`src/rtl/rv_pkg.sv`:
```
// Shared RV32 definitions for the fetch stage and the control unit:
// fetch FSM states, instruction field positions and base opcodes.
package rv_pkg;

    localparam int unsigned XLEN = 32;
    localparam int unsigned ILEN = 32;

    localparam logic [ILEN-1:0] RV_NOP_INST = 32'h0000_0013;  // addi x0,x0,0

    // Instruction field positions
    localparam int unsigned OPCODE_LSB = 0;
    localparam int unsigned OPCODE_MSB = 6;
    localparam int unsigned FUNCT3_LSB = 12;
    localparam int unsigned FUNCT3_MSB = 14;
    localparam int unsigned FUNCT7_LSB = 25;
    localparam int unsigned FUNCT7_MSB = 31;
    localparam int unsigned OPCODE_W   = OPCODE_MSB - OPCODE_LSB + 1;
    localparam int unsigned FUNCT3_W   = FUNCT3_MSB - FUNCT3_LSB + 1;
    localparam int unsigned FUNCT7_W   = FUNCT7_MSB - FUNCT7_LSB + 1;

    // Base opcodes decoded by control_unit
    localparam logic [OPCODE_W-1:0] OPC_LUI    = 7'b0110111;
    localparam logic [OPCODE_W-1:0] OPC_AUIPC  = 7'b0010111;
    localparam logic [OPCODE_W-1:0] OPC_JAL    = 7'b1101111;
    localparam logic [OPCODE_W-1:0] OPC_JALR   = 7'b1100111;
    localparam logic [OPCODE_W-1:0] OPC_BRANCH = 7'b1100011;
    localparam logic [OPCODE_W-1:0] OPC_LOAD   = 7'b0000011;
    localparam logic [OPCODE_W-1:0] OPC_STORE  = 7'b0100011;
    localparam logic [OPCODE_W-1:0] OPC_OP_IMM = 7'b0010011;
    localparam logic [OPCODE_W-1:0] OPC_OP     = 7'b0110011;
    localparam logic [OPCODE_W-1:0] OPC_SYSTEM = 7'b1110011;

    typedef enum logic [2:0] {
        ST_BOOT,
        ST_REQ,
        ST_WAIT,
        ST_HOLD,
        ST_FAULT
    } fetch_state_e;

    // Instruction fetches must be word aligned (no compressed support).
    function automatic logic is_word_aligned(input logic [XLEN-1:0] addr);
        return addr[1:0] == 2'b00;
    endfunction

endpackage

```
`src/rtl/fetch_unit_if.sv`:
```
// Fetch-stage signal bundle: instruction-memory request/response channel
// plus the instruction/PC handoff to the control unit and register file.
interface fetch_unit_if;
    import rv_pkg::*;

    // Instruction memory side
    logic                imem_req_valid;
    logic                imem_req_ready;
    logic [XLEN-1:0]     imem_addr;
    logic                imem_rsp_valid;
    logic [ILEN-1:0]     imem_rsp_data;

    // Core side
    logic                inst_valid;
    logic                inst_ready;
    logic [ILEN-1:0]     inst;
    logic [OPCODE_W-1:0] opcode;
    logic [FUNCT3_W-1:0] funct3;
    logic [FUNCT7_W-1:0] funct7;
    logic [XLEN-1:0]     pc;
    logic [XLEN-1:0]     pc_plus4;
    logic                redirect;
    logic [XLEN-1:0]     redirect_target;
    logic                fetch_fault;

    modport master (
        output imem_req_valid, imem_addr,
        input  imem_req_ready, imem_rsp_valid, imem_rsp_data,
        output inst_valid, inst, opcode, funct3, funct7, pc, pc_plus4,
        output fetch_fault,
        input  inst_ready, redirect, redirect_target
    );

    modport slave (
        input  imem_req_valid, imem_addr,
        output imem_req_ready, imem_rsp_valid, imem_rsp_data,
        input  inst_valid, inst, opcode, funct3, funct7, pc, pc_plus4,
        input  fetch_fault,
        output inst_ready, redirect, redirect_target
    );

endinterface

```
`src/rtl/fetch_unit.sv`:
```
// Single-outstanding instruction fetch stage: holds the PC, fetches one word
// at a time and hands a registered instruction to the monocycle control unit.
module fetch_unit
    import rv_pkg::*;
#(
    parameter logic [XLEN-1:0] RESET_PC = 32'h0000_0000,
    parameter logic [ILEN-1:0] NOP_INST = RV_NOP_INST
) (
    input  logic         clk,
    input  logic         rst_n,
    fetch_unit_if.master fetch_if
);

    fetch_state_e    state_q;
    logic [XLEN-1:0] pc_q;
    logic [ILEN-1:0] inst_q;
    logic            req_valid_q;
    logic            inst_valid_q;
    logic            fault_q;

    logic            accept_c;
    logic [XLEN-1:0] pc_plus4_c;
    logic [XLEN-1:0] next_pc_d;

    assign accept_c   = inst_valid_q & fetch_if.inst_ready;
    assign pc_plus4_c = pc_q + XLEN'(4);

    // Redirect target is taken as-is; jalr bit-0 masking happens upstream.
    always_comb begin
        next_pc_d = pc_plus4_c;
        if (fetch_if.redirect) begin
            next_pc_d = fetch_if.redirect_target;
        end
    end

    // Fetch FSM; status outputs are registered alongside the state transition.
    always_ff @(posedge clk) begin
        if (!rst_n) begin
            state_q      <= ST_BOOT;
            pc_q         <= RESET_PC;
            inst_q       <= NOP_INST;
            req_valid_q  <= 1'b0;
            inst_valid_q <= 1'b0;
            fault_q      <= 1'b0;
        end else begin
            case (state_q)
                ST_BOOT: begin
                    state_q     <= ST_REQ;
                    req_valid_q <= 1'b1;
                end

                ST_REQ: begin
                    if (fetch_if.imem_req_ready) begin
                        state_q     <= ST_WAIT;
                        req_valid_q <= 1'b0;
                    end
                end

                ST_WAIT: begin
                    if (fetch_if.imem_rsp_valid) begin
                        state_q      <= ST_HOLD;
                        inst_q       <= fetch_if.imem_rsp_data;
                        inst_valid_q <= 1'b1;
                    end
                end

                ST_HOLD: begin
                    if (accept_c) begin
                        inst_valid_q <= 1'b0;
                        inst_q       <= NOP_INST;
                        if (is_word_aligned(next_pc_d)) begin
                            state_q     <= ST_REQ;
                            pc_q        <= next_pc_d;
                            req_valid_q <= 1'b1;
                        end else begin
                            // PC keeps the faulting instruction's address.
                            state_q <= ST_FAULT;
                            fault_q <= 1'b1;
                        end
                    end
                end

                ST_FAULT: begin
                    req_valid_q  <= 1'b0;
                    inst_valid_q <= 1'b0;
                    inst_q       <= NOP_INST;
                end

                default: begin
                    state_q      <= ST_FAULT;
                    req_valid_q  <= 1'b0;
                    inst_valid_q <= 1'b0;
                    inst_q       <= NOP_INST;
                    fault_q      <= 1'b1;
                end
            endcase
        end
    end

    assign fetch_if.imem_req_valid = req_valid_q;
    assign fetch_if.imem_addr      = pc_q;

    assign fetch_if.inst_valid  = inst_valid_q;
    assign fetch_if.inst        = inst_q;
    assign fetch_if.opcode      = inst_q[OPCODE_MSB:OPCODE_LSB];
    assign fetch_if.funct3      = inst_q[FUNCT3_MSB:FUNCT3_LSB];
    assign fetch_if.funct7      = inst_q[FUNCT7_MSB:FUNCT7_LSB];
    assign fetch_if.pc          = pc_q;
    assign fetch_if.pc_plus4    = pc_plus4_c;
    assign fetch_if.fetch_fault = fault_q;

endmodule

```
`src/flat_wrapper.sv`:
```
// flat-port wrapper written by rule: the top's interface ports become plain ports
module fetch_unit_flat import rv_pkg::*;
#(
    parameter logic [XLEN-1:0] RESET_PC = 32'h0000_0000,
    parameter logic [ILEN-1:0] NOP_INST = RV_NOP_INST
)
  (clk, rst_n, fetch_if_imem_req_valid, fetch_if_imem_addr, fetch_if_imem_req_ready, fetch_if_imem_rsp_valid, fetch_if_imem_rsp_data, fetch_if_inst_valid, fetch_if_inst, fetch_if_opcode, fetch_if_funct3, fetch_if_funct7, fetch_if_pc, fetch_if_pc_plus4, fetch_if_fetch_fault, fetch_if_inst_ready, fetch_if_redirect, fetch_if_redirect_target);
  fetch_unit_if fetch_if_i ();
  input  logic clk;
  input  logic rst_n;
  output wire logic [$bits(fetch_if_i.imem_req_valid)-1:0] fetch_if_imem_req_valid;
  output wire logic [$bits(fetch_if_i.imem_addr)-1:0] fetch_if_imem_addr;
  input wire logic [$bits(fetch_if_i.imem_req_ready)-1:0] fetch_if_imem_req_ready;
  input wire logic [$bits(fetch_if_i.imem_rsp_valid)-1:0] fetch_if_imem_rsp_valid;
  input wire logic [$bits(fetch_if_i.imem_rsp_data)-1:0] fetch_if_imem_rsp_data;
  output wire logic [$bits(fetch_if_i.inst_valid)-1:0] fetch_if_inst_valid;
  output wire logic [$bits(fetch_if_i.inst)-1:0] fetch_if_inst;
  output wire logic [$bits(fetch_if_i.opcode)-1:0] fetch_if_opcode;
  output wire logic [$bits(fetch_if_i.funct3)-1:0] fetch_if_funct3;
  output wire logic [$bits(fetch_if_i.funct7)-1:0] fetch_if_funct7;
  output wire logic [$bits(fetch_if_i.pc)-1:0] fetch_if_pc;
  output wire logic [$bits(fetch_if_i.pc_plus4)-1:0] fetch_if_pc_plus4;
  output wire logic [$bits(fetch_if_i.fetch_fault)-1:0] fetch_if_fetch_fault;
  input wire logic [$bits(fetch_if_i.inst_ready)-1:0] fetch_if_inst_ready;
  input wire logic [$bits(fetch_if_i.redirect)-1:0] fetch_if_redirect;
  input wire logic [$bits(fetch_if_i.redirect_target)-1:0] fetch_if_redirect_target;
  assign fetch_if_imem_req_valid = fetch_if_i.imem_req_valid;
  assign fetch_if_imem_addr = fetch_if_i.imem_addr;
  assign fetch_if_i.imem_req_ready = fetch_if_imem_req_ready;
  assign fetch_if_i.imem_rsp_valid = fetch_if_imem_rsp_valid;
  assign fetch_if_i.imem_rsp_data = fetch_if_imem_rsp_data;
  assign fetch_if_inst_valid = fetch_if_i.inst_valid;
  assign fetch_if_inst = fetch_if_i.inst;
  assign fetch_if_opcode = fetch_if_i.opcode;
  assign fetch_if_funct3 = fetch_if_i.funct3;
  assign fetch_if_funct7 = fetch_if_i.funct7;
  assign fetch_if_pc = fetch_if_i.pc;
  assign fetch_if_pc_plus4 = fetch_if_i.pc_plus4;
  assign fetch_if_fetch_fault = fetch_if_i.fetch_fault;
  assign fetch_if_i.inst_ready = fetch_if_inst_ready;
  assign fetch_if_i.redirect = fetch_if_redirect;
  assign fetch_if_i.redirect_target = fetch_if_redirect_target;
  fetch_unit #(.RESET_PC(RESET_PC), .NOP_INST(NOP_INST)) u_core (.clk(clk), .rst_n(rst_n), .fetch_if(fetch_if_i));
endmodule
```
`config.mk`:
```
export PLATFORM = sky130hd
export DESIGN_NAME = fetch_unit_flat
export DESIGN_NICKNAME = d
export VERILOG_FILES = /design/src/rtl/rv_pkg.sv /design/src/rtl/fetch_unit_if.sv /design/src/rtl/fetch_unit.sv /design/src/flat_wrapper.sv
export SDC_FILE = /design/constraint.sdc
export NUM_CORES = 1
export LEC_CHECK = 0
export ABC_CLOCK_PERIOD_IN_PS = 2100
export BUFFER_PORTS_ARGS = -buffer_cell sky130_fd_sc_hd__buf_2
export CAP_MARGIN = 20
export CORE_MARGIN = 4
export CORE_UTILIZATION = 46
export CTS_BUF_LIST = sky130_fd_sc_hd__clkbuf_2 sky130_fd_sc_hd__clkbuf_4 sky130_fd_sc_hd__clkbuf_8
export DETAILED_ROUTE_END_ITERATION = 10
export PLACE_DENSITY = 0.82
export SLEW_MARGIN = 20
export SYNTH_ARGS = -nofsm -noshare
export SYNTH_HDL_FRONTEND = slang
export SYNTH_SLANG_ARGS = --single-unit
```
`constraint.sdc`:
```
create_clock -name clk -period 2.1 [get_ports clk]
set_input_delay 0.105 -clock clk [delete_from_list [all_inputs] [get_ports clk]]
set_output_delay 0.105 -clock clk [all_outputs]
set_load 0.01 [all_outputs]
```
Word-level counts from Yosys, hierarchy flattened

Index checks and enable logic that the tools add are counted.

Latch bits: 0
Bits of input ports: 70
Output and inout port bits: 148
Memory bits (writable): 0
Memories: 0
Flip-flop bits (word level): 70
ROM bits: 0
Word-level logic and storage cells: 49

Shifts and indexed selects: 0
Bitwise logic cells: 5
Muxes and demuxes: 19
Equality and inequality tests: 9
Multipliers: 0
Magnitude comparators: 0
Div/mod/pow operators: 0
Reductions and logical operators: 9
Add/sub/neg operators: 1

Operators with widths:

| cell                                          | number |
|---|---|
| 2-to-1 mux 32 bit                             | 3 |
| one-hot mux 32 bit (3 select lines)           | 1 |
| adder 32 x 3 -> 32 bit, second input constant | 1 |
| one-hot mux 3 bit (5 select lines)            | 1 |
| 2-to-1 mux 3 bit                              | 4 |
| AND reduction 3 bit                           | 3 |
| AND reduction 4 bit                           | 2 |
| 2-to-1 mux 1 bit                              | 7 |
| == test 3 x 2 -> 1 bit, second input constant | 2 |
| != test 2 bit, second input constant          | 3 |
| != test 2 x 1 -> 1 bit, second input constant | 2 |
| inverter 1 bit                                | 4 |
| one-hot mux 1 bit (4 select lines)            | 1 |
| OR reduction 4 bit                            | 1 |
| == test 3 x 1 -> 1 bit, second input constant | 1 |
| == test 3 bit, second input constant          | 1 |
| logical NOT 3 bit                             | 1 |
| one-hot mux 1 bit (3 select lines)            | 1 |
| logical NOT 2 bit                             | 1 |
| one-hot mux 1 bit (2 select lines)            | 1 |
| OR reduction 2 bit                            | 1 |
| bitwise AND 1 bit                             | 1 |

Longest topological paths before layout

Depth in word-level cells: 6
Depth in mapped cells: 8

Worst setup path after synthesis

No wires, ideal clock.

Path kind: register to register
From: reg u_core.pc_q[2] (netlist: u_core.fetch_if.imem_addr[2])
To: reg u_core.pc_q[20] (netlist: u_core.fetch_if.imem_addr[20])
Path buffers: 0
Path slack: 165 ps
Cell stages (with the launch flop): 7
Arrival: 1817 ps
Library setup time: 117 ps
Data required time: 1983 ps
Cells stage by stage: dfxtp_1 -> ha_1 -> nand3_1 -> nor4_4 -> and4_1 -> o21ai_1 -> a32o_1

Word-level cells in the longest chain between the ends: 2

Ends and longest elaborated chain:

| what                     | RTL line         | text |
|---|---|---|
| start: declaration       | fetch_unit.sv:15 | `logic [XLEN-1:0] pc_q;` |
| start signal: assignment | fetch_unit.sv:73 | `pc_q <= next_pc_d;` |
| adder 32 x 3 -> 32 bit   | fetch_unit.sv:26 | `assign pc_plus4_c = pc_q + XLEN'(4);` |
| 2-to-1 mux 32 bit        | fetch_unit.sv:31 | `if (fetch_if.redirect) begin` |

No other way between the ends.
A chain may end at the register's enable or synchronous reset.

Worst setup path after layout

From: reg u_core.pc_q[2] (netlist: u_core.fetch_if.imem_addr[2])
To: out fetch_if_pc_plus4[17]

Word-level cells in the longest chain between the ends: 1

Ends and longest elaborated chain:

| what                   | RTL line           | text |
|---|---|---|
| adder 32 x 3 -> 32 bit | fetch_unit.sv:26   |  |
| end: declaration       | flat_wrapper.sv:22 | `output wire logic [$bits(fetch_if_i.pc_plus4)-1:0] fetch_if_pc_plus4;` |

No other way between the ends.

==> out/summary.txt <==
Wire length on met2 = 6.81 mm
Cells after DPL = 749
GRT Total Usage = 24.6%
Worst slew pin tran = 734 ps
DIE AREA = 10300 sq um
Critical Path Start Type = register
I/O Buffers = 217
Peak supply drop = 428 uV
Slew Limit Fails = 0
Fmax = 0.477 GHz
Clock transition at path regs = 90 ps
Vias per inst = 5.66
Worst skew pair latency = 350 ps
CTS HTree Levels = 3
Pre-CTS setup slack = 89.9 ps
Pleak = 2.80 nW
Initial antenna violation count = 0
Post-route setup slack = 3.68 ps
Root Buffer = clkbuf_8
Overall routed net length = 13.5 mm
CTS Buffer Depth = 2
Switching Power = 0.744 mW
WHS = 4.27 ps
Synth Cell Area = 4010 sq um
Gate power share = 10.0%
Yosys warns = 0
DP Wirelength = 9.47 mm
Critical Path Sink Type = primary output
Largest net degree at the start of global routing = 78
Sw Share = 26.8%
Vias in the first global route = 4254
Period utilization = 99.8%
Met3 Wirelength = 1.17 mm
Hold Startpoint = fetch_if_imem_rsp_data[21]
GR Overflow Total = 0
Syn Inst Count = 489
Share of post-route cells with drive strength above 1 = 47.8%
First-pass GRT wire length = 20.4 mm
Final core utilization = 66.1%
Post-synth ARST share = 0%
Placed Area = 4900 sq um
IO Pins = 218
Syn Nets = 560
Final setup fails = 0
Seq/Total Area, Yosys = 35.0%
Syn-to-layout area delta = 37.5%
Cell Int Power = 2.03 mW
Status = finished clean
Hold Path Sink = u_core.fetch_if.inst[21]
Finished Layout Cells = 791
Fin Clk Skew = 9.67 ps
Routed via count = 4480
Crit path DAT = 1990 ps
Seq pwr share = 48.9%
CORE AREA = 8340 sq um
CTS buffer count = 9
CP Max Fanout = 3
FP Rows = 33
RePlAce Congestion = 0.886
DR WL/cell = 17.1 microns
Power Density = 504 nW/um^2
Metal1 wirelength = 5.14 mm
Yosys cell types = 56
Most used DFF post-synth = dfxtp_1
# DRC = 0
Worst Path Required = 2000 ps
Yosys reg bits = 70
Endpoints failing hold = 0
Drt first-iter violations = 253
Post-synth EDFFs = 0
FF-to-FF Start = u_core.fetch_if.imem_addr[0]
WHS Path Cells = 3
Clock power frac = 41.2%
R2R Path End = u_core.fetch_if.imem_addr[18]
# diodes = 0
Starting density of the core = 48.0%
Normalized max-slew margin = 51.1%
TritonCTS clock tree = yes
CTS sink count = 70
Final Cell Area = 5510 sq um
Max-cap viol count = 0
Die Ht = 101 microns
CP Class = reg2out
Post-layout min period = 2100 ps
Reg2reg path depth = 5
R2R Setup Slk = 230 ps
Synthesized area per cell = 8.19 sq um
Number of nets with antenna violations after routing = 0
Die W = 101 microns
RSZ-0062 raised after global routing = true
Detailed Routing Iterations Pass 1 = 5
DR top layer = met4
Hold Path Class = in2reg
Final net count = 752
-- state kept, by name (all words and copies together), names as in the netlist --
signal                          flops
u_core.fetch_if.inst_valid          1
u_core.fetch_if.fetch_fault         1
u_core.fetch_if.imem_addr          32
u_core.state_q                      3
u_core.fetch_if.inst               32
u_core.fetch_if.imem_req_valid      1
-- routing by layer --
layer / up-vias / GRT usage, %
met4: 0 / 11.6
met1: 2091 / 29.0
met5: - / 0
met3: 34 / 5.17
li1: 2098 / -
met2: 257 / 42.7
-- layout by cell type, fill, tap and decap left out, drive strengths merged, types with 2 or more instances in the layout --
cell type	count
buf	261
dfxtp	70
nor2	63
a22oi	35
nand2	30
o21ai	23
nand3	19
xor2	16
inv	15
xnor2	12
nor3	12
a31oi	11
a21oi	11
and3	11
a22o	10
a32o	9
clkbuf	9
dlygate4sd3	8
and4	7
nand4	5
o31ai	4
o22ai	4
a211o	3
mux2i	3
nor4	3
o41ai	2
o211ai	2
a21o	2
nand2b	2
a311oi	2
o21a	2
clkinvlp	2
-- power by group through the flow --
stage | clock, mW | combinational, mW | sequential (mW)
2_1_floorplan | 0 | 0.140 | 1.40
3_3_place_gp | 0 | 0.251 | 1.39
3_5_place_dp | 0 | 0.260 | 1.39
4_1_cts | 1.16 | 0.272 | 1.36
5_1_grt | 1.22 | 0.302 | 1.36
6_report | 1.14 | 0.277 | 1.36
-- synth_stat cells (2+ instances only) --
| master | instances | area (sq um) |
|---|---|---|
| a21o_1 | 2 | 15.0 |
| inv_1 | 11 | 41.3 |
| a311oi_1 | 2 | 17.5 |
| a22o_1 | 10 | 87.6 |
| nor2_1 | 62 | 233 |
| nand2_1 | 30 | 113 |
| xor2_1 | 16 | 140 |
| o31ai_1 | 4 | 30.0 |
| nand3_1 | 19 | 95.1 |
| o22ai_1 | 4 | 25.0 |
| o21a_1 | 2 | 15.0 |
| o41ai_1 | 2 | 17.5 |
| nor3_1 | 11 | 55.1 |
| and3_1 | 11 | 68.8 |
| mux2i_1 | 3 | 30.0 |
| a211o_1 | 3 | 26.3 |
| nand2b_1 | 2 | 12.5 |
| o211ai_1 | 2 | 15.0 |
| a31oi_1 | 11 | 68.8 |
| buf_2 | 8 | 40.0 |
| buf_4 | 53 | 398 |
| dfxtp_1 | 70 | 1400 |
| a32o_1 | 9 | 90.1 |
| a22oi_1 | 35 | 263 |
| nand4_1 | 4 | 25.0 |
| o21ai_1 | 4 | 20.0 |
| a21oi_1 | 11 | 55.1 |
| clkbuf_1 | 25 | 93.8 |
| and4_1 | 7 | 61.3 |
| o21ai_0 | 19 | 95.1 |
| xnor2_1 | 12 | 105 |
-- kinds of logic (layout without fill, tap and decap cells) --
kind of cell	after synthesis	in the layout	synth area share, %
flip-flops	70	70	35.0
multiplexers	3	3	0.750
adder cells (fa/ha/maj)	1	1	0.312
AO/OA/AOI/OAI	129	129	23.1
XOR/XNOR	28	28	6.12
buffers and inverters	100	297	14.8
AND/OR/NAND/NOR	158	158	20.0
-- worst max-delay path by stage --
stage	from	end	slack, ps	cells past startpoint
floorplan	u_core.fetch_if.imem_addr[2]	u_core.fetch_if.imem_addr[20]	170	6
global placement	u_core.fetch_if.imem_addr[2]	u_core.fetch_if.imem_addr[22]	190	6
detailed placement	u_core.fetch_if.imem_addr[2]	u_core.fetch_if.imem_addr[16]	90	6
CTS	u_core.fetch_if.imem_addr[2]	fetch_if_pc_plus4[20]	-9	6
global route	u_core.fetch_if.imem_addr[2]	fetch_if_pc_plus4[17]	-170	6
finish	u_core.fetch_if.imem_addr[2]	fetch_if_pc_plus4[17]	4	6
-- critical path, stage by stage, from the launching register on --
cell     delay (ps)
dfxtp_4         380
buf_6           100
nand4_1         210
nor4_4          390
and4_4          300
xor2_1          140
buf_2           150
-- per-stage QoR --
step           power (mW)  TNS, ps
2_1_floorplan        1.54        0
3_3_place_gp         1.64        0
3_5_place_dp         1.65        0
4_1_cts              2.79    -8.81
5_1_grt              2.88     -385
6_report             2.77        0
-- what timing repair did --
| action | in CTS | in global routing |
|---|---|---|
| gates cloned | 0 | 1 |
| pin swaps | 4 | 10 |
| hold buffers | 8 | 0 |
| resized for setup | 32 | 28 |
| buffers inserted | 9 | 8 |
| hold endpoints to repair | 8 | 0 |
| setup endpoints to repair | 15 | 17 |
-- final cells by class --
| class | instances | area, sq um |
|---|---|---|
| timing repair buffer | 269 | 1530 |
| fill | 685 | 2830 |
| inverter | 12 | 45.0 |
| clock inverter | 7 | 80.1 |
| multi-input combinational | 319 | 2160 |
| sequential | 70 | 1440 |
| clock buffer | 9 | 124 |
| tap | 105 | 131 |
No activity file was read; power rests on OpenSTA's default activity.
